`src/rtl/classifier_pkg.sv`:
```
// Shared types and helpers for the classifier frequency-domain stage.
// Holds the scanner state encoding and the bin-spacing rule.
package classifier_pkg;

   typedef enum logic [1:0] {
      IDLE = 2'd0,
      SCAN = 2'd1,
      DONE = 2'd2
   } scan_state_t;

   // Bin spacing: fs * 2^DECIMAL_PT / N, with N a power of two.
   function automatic logic [63:0] bin_step(
      input logic [63:0] sampling_freq,
      input int unsigned log2_n = 4,
      input int unsigned dec_pt = 16
   );
      if (log2_n > dec_pt)
         return sampling_freq >> (log2_n - dec_pt);
      return sampling_freq << (dec_pt - log2_n);
   endfunction

endpackage

```
`src/rtl/band_accumulator.sv`:
```
// Band energy register: inclusive range test and saturating add.
// o_energy_nxt exposes the value the register takes on the next edge.
module band_accumulator #(
   parameter int unsigned W = 32
) (
   input  logic         clk,
   input  logic         reset_n,
   input  logic         i_clr,
   input  logic         i_en,
   input  logic [W-1:0] i_freq,
   input  logic [W-1:0] i_lo,
   input  logic [W-1:0] i_hi,
   input  logic [W-1:0] i_mag,
   output logic [W-1:0] o_energy,
   output logic [W-1:0] o_energy_nxt
);

   logic [W-1:0] r_energy;
   logic         w_in_band;
   logic [W:0]   w_sum;
   logic [W-1:0] w_sat;

   always_comb begin
      w_in_band = (i_freq >= i_lo) && (i_freq <= i_hi);
      w_sum     = {1'b0, r_energy} + {1'b0, i_mag};
      w_sat     = w_sum[W] ? '1 : w_sum[W-1:0];
      o_energy_nxt = (i_en && w_in_band) ? w_sat : r_energy;
   end

   always_ff @(posedge clk or negedge reset_n) begin
      if (!reset_n)
         r_energy <= '0;
      else if (i_clr)
         r_energy <= '0;
      else
         r_energy <= o_energy_nxt;
   end

   assign o_energy = r_energy;

endmodule

```
`src/rtl/classifier_band_scanner.sv`:
```
// Frame sequencer: walks N FFT bins, accumulates in-band energy
// and hands one classification result per frame downstream.
module classifier_band_scanner
   import classifier_pkg::*;
#(
   parameter int unsigned BIT_WIDTH  = 32,
   parameter int unsigned DECIMAL_PT = 16,
   parameter int unsigned N_SAMPLES  = 16
) (
   input  logic                 clk,
   input  logic                 reset_n,
   input  logic                 start,
   input  logic [BIT_WIDTH-1:0] sampling_freq,
   input  logic [BIT_WIDTH-1:0] cutoff_freq_lo,
   input  logic [BIT_WIDTH-1:0] cutoff_freq_hi,
   input  logic [BIT_WIDTH-1:0] cutoff_mag,
   input  logic                 in_valid,
   output logic                 in_ready,
   input  logic [BIT_WIDTH-1:0] in_mag,
   output logic                 out_valid,
   input  logic                 out_ready,
   output logic                 out_classify,
   output logic [BIT_WIDTH-1:0] out_energy,
   output logic                 busy
);

   localparam int unsigned LG = $clog2(N_SAMPLES);
   localparam logic [LG-1:0] LAST = LG'(N_SAMPLES - 1);

   scan_state_t          r_state;
   logic [LG-1:0]        r_idx;
   logic [BIT_WIDTH-1:0] r_freq;
   logic [BIT_WIDTH-1:0] r_step;
   logic [BIT_WIDTH-1:0] r_lo;
   logic [BIT_WIDTH-1:0] r_hi;
   logic [BIT_WIDTH-1:0] r_cut;
   logic                 r_in_ready;
   logic                 r_out_valid;
   logic                 r_busy;
   logic                 r_classify;

   logic                 w_hs;
   logic                 w_clr;
   logic [BIT_WIDTH-1:0] w_energy_nxt;

   assign w_hs  = in_valid & r_in_ready;
   assign w_clr = (r_state == IDLE) & start;

   band_accumulator #(.W(BIT_WIDTH)) u_acc (
      .clk          (clk),
      .reset_n      (reset_n),
      .i_clr        (w_clr),
      .i_en         (w_hs),
      .i_freq       (r_freq),
      .i_lo         (r_lo),
      .i_hi         (r_hi),
      .i_mag        (in_mag),
      .o_energy     (out_energy),
      .o_energy_nxt (w_energy_nxt)
   );

   always_ff @(posedge clk or negedge reset_n) begin
      if (!reset_n) begin
         r_state     <= IDLE;
         r_idx       <= '0;
         r_freq      <= '0;
         r_step      <= '0;
         r_lo        <= '0;
         r_hi        <= '0;
         r_cut       <= '0;
         r_in_ready  <= 1'b0;
         r_out_valid <= 1'b0;
         r_busy      <= 1'b0;
         r_classify  <= 1'b0;
      end else begin
         unique case (r_state)
            IDLE: begin
               if (start) begin
                  r_step     <= BIT_WIDTH'(bin_step(64'(sampling_freq),
                                                    LG, DECIMAL_PT));
                  r_lo       <= cutoff_freq_lo;
                  r_hi       <= cutoff_freq_hi;
                  r_cut      <= cutoff_mag;
                  r_freq     <= '0;
                  r_idx      <= '0;
                  r_classify <= 1'b0;
                  r_in_ready <= 1'b1;
                  r_busy     <= 1'b1;
                  r_state    <= SCAN;
               end
            end
            SCAN: begin
               if (w_hs) begin
                  r_freq <= r_freq + r_step;
                  r_idx  <= r_idx + LG'(1);
                  // Classify from the post-add energy so it lands with out_valid.
                  if (r_idx == LAST) begin
                     r_classify  <= (w_energy_nxt > r_cut);
                     r_in_ready  <= 1'b0;
                     r_out_valid <= 1'b1;
                     r_state     <= DONE;
                  end
               end
            end
            DONE: begin
               if (out_ready) begin
                  r_out_valid <= 1'b0;
                  r_busy      <= 1'b0;
                  r_state     <= IDLE;
               end
            end
            default: r_state <= IDLE;
         endcase
      end
   end

   assign in_ready     = r_in_ready;
   assign out_valid    = r_out_valid;
   assign out_classify = r_classify;
   assign busy         = r_busy;

endmodule

```
`config.mk`:
```
export PLATFORM = sky130hd
export DESIGN_NAME = classifier_band_scanner
export DESIGN_NICKNAME = d
export VERILOG_FILES = /design/src/rtl/classifier_pkg.sv /design/src/rtl/band_accumulator.sv /design/src/rtl/classifier_band_scanner.sv
export SDC_FILE = /design/constraint.sdc
export NUM_CORES = 1
export LEC_CHECK = 0
export CAP_MARGIN = 20
export CORE_UTILIZATION = 30
export CTS_CLUSTER_DIAMETER = 200
export DETAILED_ROUTE_END_ITERATION = 7
export GPL_TIMING_DRIVEN = 0
export SETUP_SLACK_MARGIN = 0.05
export SYNTH_ARGS = -nofsm -noshare
export SYNTH_HDL_FRONTEND = slang
export SYNTH_SLANG_ARGS = --single-unit
```
`constraint.sdc`:
```
create_clock -name clk -period 5.7 [get_ports clk]
set_clock_uncertainty 0.2 [all_clocks]
set_input_delay 1.14 -clock clk [delete_from_list [all_inputs] [get_ports clk]]
set_output_delay 1.14 -clock clk [all_outputs]
set_load 0.02 [all_outputs]
```
# --- Yosys cells after proc, flatten, opt, wreduce, memory -nomap -nowiden ---
# Index checks and enable logic that the tools add are counted.
op_classes:
  order_cmp: 3
  reduce_logical: 12
  n_eq_ne: 7
  muxes: 27
  n_addsub: 3
  n_bitwise: 2
op_table:
  columns: ["cell", "count"]
  rows:
  - ["$mux W32", 5]
  - ["$pmux W32 S2", 1]
  - ["$add A32 B32 Y33", 1]
  - ["$add A32 B32 Y32", 1]
  - ["$ge A32 B32 Y1", 1]
  - ["$gt A32 B32 Y1", 1]
  - ["$le A32 B32 Y1", 1]
  - ["$reduce_and A4 Y1", 3]
  - ["$mux W1", 9]
  - ["$mux W2", 4]
  - ["$mux W4", 2]
  - ["$pmux W1 S2", 4]
  - ["$pmux W4 S2", 1]
  - ["$ne A2 B2 Y1 const B", 3]
  - ["$pmux W2 S3", 1]
  - ["$reduce_and A3 Y1", 2]
  - ["$reduce_bool A2 Y1", 3]
  - ["$add A4 B1 Y4 const B", 1]
  - ["$eq A4 B4 Y1 const B", 1]
  - ["$and A1 B1 Y1", 2]
  - ["$eq A2 B1 Y1 const B", 1]
  - ["$eq A2 B2 Y1 const B", 1]
  - ["$logic_and A1 B1 Y1", 2]
  - ["$logic_not A2 Y1", 1]
  - ["other kinds (2)", 2]
word_totals:
  reg_bits: 190
  out_inout_bits: 36

# --- Depth between registers and ports, before layout ---
logic_depth:
  word_depth: 8
  depth_mapped: 24

# --- Cells and area by module ---
# Synthesis repeated with hierarchy kept, for this count alone.
unflattened:
  cells_unflattened: 1262
  hier_area_um2: 12258.0
modules_own_cells:
  columns: ["module", "area_each_um2", "n_inst", "cells_each"]
  rows:
  - ["classifier_band_scanner", 7198.2, 1, 631]
  - ["band_accumulator", 5059.9, 1, 631]

# --- Worst setup path before layout ---
# No wires, ideal clock.
synth_timing:
  kind: "input -> register"
  startpoint: "input in_mag[0]"
  endpoint: "register r_classify (netlist: out_classify)"
  n_path_buf: 2
  t_arrival_ns: 5.047
  required_ns: 5.376
  cell_stages: 23
  setup_slack_ns: 0.329
  setup_ns: 0.124
  path_cell_list: "ha_1 -> fa_1 -> a211oi_2 -> o21ai_1 -> o211ai_2 -> a31oi_1 -> a21oi_2 -> nor4_1 -> or4b_1 -> buf_2 -> buf_6 -> nor2_1 -> nor2_1 -> ha_1 -> a21o_1 -> a21oi_1 -> nor2b_1 -> o21ai_0 -> nand2b_1 -> a221oi_1 -> o22ai_1 -> a21oi_1 -> o31ai_1"
synth_between:
  elab_chain_len: 7
synth_lines:
  columns: ["item", "line", "source"]
  rows:
  - ["start, declared", "classifier_band_scanner.sv:19", "input logic [BIT_WIDTH-1:0] in_mag,"]
  - ["$add A32 B32 Y33", "band_accumulator.sv:25", "w_sum = {1'b0, r_energy} + {1'b0, i_mag};"]
  - ["$mux W32", "band_accumulator.sv:26", "w_sat = w_sum[W] ? '1 : w_sum[W-1:0];"]
  - ["$mux W32", "band_accumulator.sv:27", "o_energy_nxt = (i_en && w_in_band) ? w_sat : r_energy;"]
  - ["$gt A32 B32 Y1", "classifier_band_scanner.sv:98", "r_classify <= (w_energy_nxt > r_cut);"]
  - ["$mux W1", "classifier_band_scanner.sv:97", "if (r_idx == LAST) begin"]
  - ["$mux W1", "classifier_band_scanner.sv:93", "if (w_hs) begin"]
  - ["$pmux W1 S2", "classifier_band_scanner.sv:76", "unique case (r_state)"]
  - ["end signal, assigned", "classifier_band_scanner.sv:98", null]
  - ["end, declared", "classifier_band_scanner.sv:40", "logic r_classify;"]
# No other way between the ends. The select of a mux whose other input is x is not followed.
# A chain may end at the register's enable or synchronous reset.

# --- Worst setup path in the final report ---
layout_timing:
  startpoint: "input in_mag[12]"
  endpoint: "register r_classify (netlist: out_classify)"
# The elaborated chain is that of the path after synthesis.

==> metrics <==
status=completed; utilization after layout=roughly 39%; total clock buffers created by CTS=17; final-report max-slew violation count=0; fin cells=slightly below 2000; largest net degree at the start of global routing=~120; clock root buffer=clkbuf_16; Post-synth top flop=dfrtp_1; commonest non-fill, non-tap cells in the layout=255 x nand2_1, 185 x clkdlybuf4s50_1, 178 x dfrtp_1, 126 x o21ai_0, 118 x ha_1; unrepaired setup endpoints after global routing=no; Post-DP Area=0.0136 mm^2; f_max=approximately 0.18 GHz; mux share of post-synthesis cell area=less than 1%; clock tree buffer depth=2; worst slew pin tran=0.985 ns; Post-Syn Area per Cell=~8.7 um^2; router iterations before antenna repair=5; initial antenna violation count=2; Iteration-0 DRC Markers=around 540; # rows=70; CP Launch Type=input port; Setup Viol. Count Final=0; total gr overflow=0; MaxCap Viol Count=0; first-pass GRT wire length=53.0 mm; hpwl dp=roughly 26 mm; Die Height=194 um; layout cells sized above 1=5.50%; Max VDD drop=approximately 160 uV; largest family of logic cells by synthesized area=compound AO/OA/AOI/OAI gates; synthesized area=0.0111 mm^2; Adder-Cell Fraction of Synth Area=14.3%; crit end category=flip-flop; TritonCTS clock tree=built; Die ar.=about 0.038 mm^2; num ports=201; Global Route Usage Sum=~18%; Cell Pwr Density=about 530 mW/mm^2; Yosys reg bits=178; latest clock arrival within the worst-skew pair=about 0.43 ns; Area Overhead vs Synth=29.7%; ys async rst share=100%; Final nets=between 1500 and 2000; Initial Utilization=between 30 and 40%; H-tree depth=4; design area=approximately 0.014 mm^2; Worst Hold Class=reg2reg; Core ar.=roughly 0.037 mm^2; routed wire length=approximately 34 mm; CTS clk-pin slew, worst paths=approximately 0.060 ns; Vias per Instance=a little under 5; Syn Nets=1569; Final min period=5.47 ns; Post-Synthesis Cells=roughly 1300; XOR/XNOR Fraction of Synth Area=between 3 and 4%; LEAKAGE=0.00666 uW; CP arrival=5.58 ns; worst-path fanout max=7; Wirelength per Cell=roughly 17 um; Port Buf Inserts=roughly 190; Post-Synth Simple-Gate Area=about 18%; vias=9676; most common cell after layout, fill and taps aside=nand2_1; worst rel slew slack=33.8%; vias in the first global route=a little under 10000; Seq/Total Area, Yosys=40.1%; Synth area leaders=dfrtp_1 40%, ha_1 14%, nand2_1 8.6%, o21ai_0 5.8%, a21oi_1 3.5%; largest area contributor in the netlist=dfrtp_1; Synth top area share=between 40% and 50%; fin crit share=96.0%; DR DRC count=0; crit path kind=in2reg; Compound-Gate Fraction of Synth Area=a little under a fifth; Post-synth EDFFs=0; required time worst endpoint=between 5 and 6 ns; synth unique cells=between 60 and 70; antenna-violating nets left=0; GP Congestion=0.819; YS warnings=0; final hold violation count=0; cell count after placement=roughly 1900; die span in x=just under 200 um; Sink Count=178
## timing repair
item                       in CTS  in global routing
pin swaps                       9                 12
hold buffers                    0                  0
buffers inserted                7                  4
resized for setup              14                 21
setup endpoints to repair       1                  1
## sequential cells by signal, summed over array words and instances (netlist names), 2 cells and up
signal,count
u_acc.o_energy,32
r_lo,32
r_cut,32
r_freq,20
r_idx,4
r_step,20
r_hi,32
r_state,2
## worst paths after layout
kind / depth (start not counted) / slack (ns) / startpoint / to
max: 21 / 0.23 / in_mag[12] / out_classify
min: 2 / 0.28 / r_lo[8] / r_lo[8]
max reg2reg: 22 / 0.40 / r_freq[27] / out_classify
min reg2reg: 2 / 0.28 / r_lo[8] / r_lo[8]
max in group asynchronous: 2 / 3.84 / reset_n / r_cut[31]
min in group asynchronous: 1 / 0.45 / reset_n / r_hi[3]
## where the power goes
group          switching (uW)  internal [uW]  leakage, uW  total (uW)
Clock                     535            618     0.000270        1150
Sequential                336           1770      0.00214        2110
Combinational            2400           1950      0.00425        4340
## per-stage QoR
stage               hold slack (ns)  setup WS, ns  TNS, ns  power, uW
finish                        0.278         0.226        0       7610
global route                  0.292        0.0541        0       8320
CTS                           0.281        0.0699        0       7580
detailed placement            0.263         -1.18    -1.18       6300
global placement              0.260         -4.40  -780.50       6190
floorplan                     0.246         0.329        0       5000
## layout make-up
cell class	instances	area [um^2]
Antenna cell	2	5.00
Buffer	47	200
Clock buffer	18	439
Clock inverter	14	128
Fill cell	3689	22100
Inverter	88	330
Multi-Input combinational cell	964	6270
Sequential cell	178	4450
Tap cell	468	586
Timing Repair Buffer	200	2000
## cell usage after synthesis (7+ instances only)
cell      number
nor2b_1        9
o21ai_0      129
a21o_1        47
a21oi_1       78
nand3_1       19
xnor2_1       24
xor2_1        22
o21bai_1       7
a211oi_1      11
nand2b_1       8
o22ai_1        7
nor2_1        65
nand4_1       20
inv_1         88
and2_1        23
ha_1         124
clkbuf_1      42
dfrtp_1      178
nor3_1        15
o22a_1        10
nand2_1      255
## worst max-delay path: stages
cell	delay, ns
clkdlybuf4s50_1	0.48
ha_2	0.32
and4_1	0.21
a221o_1	0.33
or4_4	0.44
o21ai_2	0.24
o21ba_2	0.22
o21ai_0	0.11
xnor2_1	0.31
nor2_4	0.07
nor2_2	0.13
ha_1	0.26
a21o_1	0.17
a21oi_1	0.13
nor2b_1	0.06
o21ai_1	0.15
nand2b_1	0.09
a221oi_2	0.34
o22ai_1	0.13
a21oi_1	0.16
o31ai_1	0.09
## routing by layer
| metal | wire, um | vias to the layer above | track usage (%) | share of wire, % |
|---|---|---|---|---|
| li1 | - | 4860 | - | - |
| met1 | 15300 | 4563 | 23.1 | 46 |
| met2 | 16100 | 222 | 30.7 | 48 |
| met3 | 1470 | 31 | 2.79 | 4.4 |
| met4 | 657 | 0 | 5.26 | 2.0 |
| met5 | 0 | - | 0 | 0 |
## kinds of logic (layout without fill, tap and decap cells)
family,count (synthesis),count (layout)
adder cells (fa/ha/maj),126,126
multiplexers,3,3
AO/OA/AOI/OAI,338,338
flip-flops,178,178
AND/OR/NAND/NOR,451,451
buffers and inverters,136,367
other,0,2
XOR/XNOR,46,46
(Power assumes the default switching activity.)
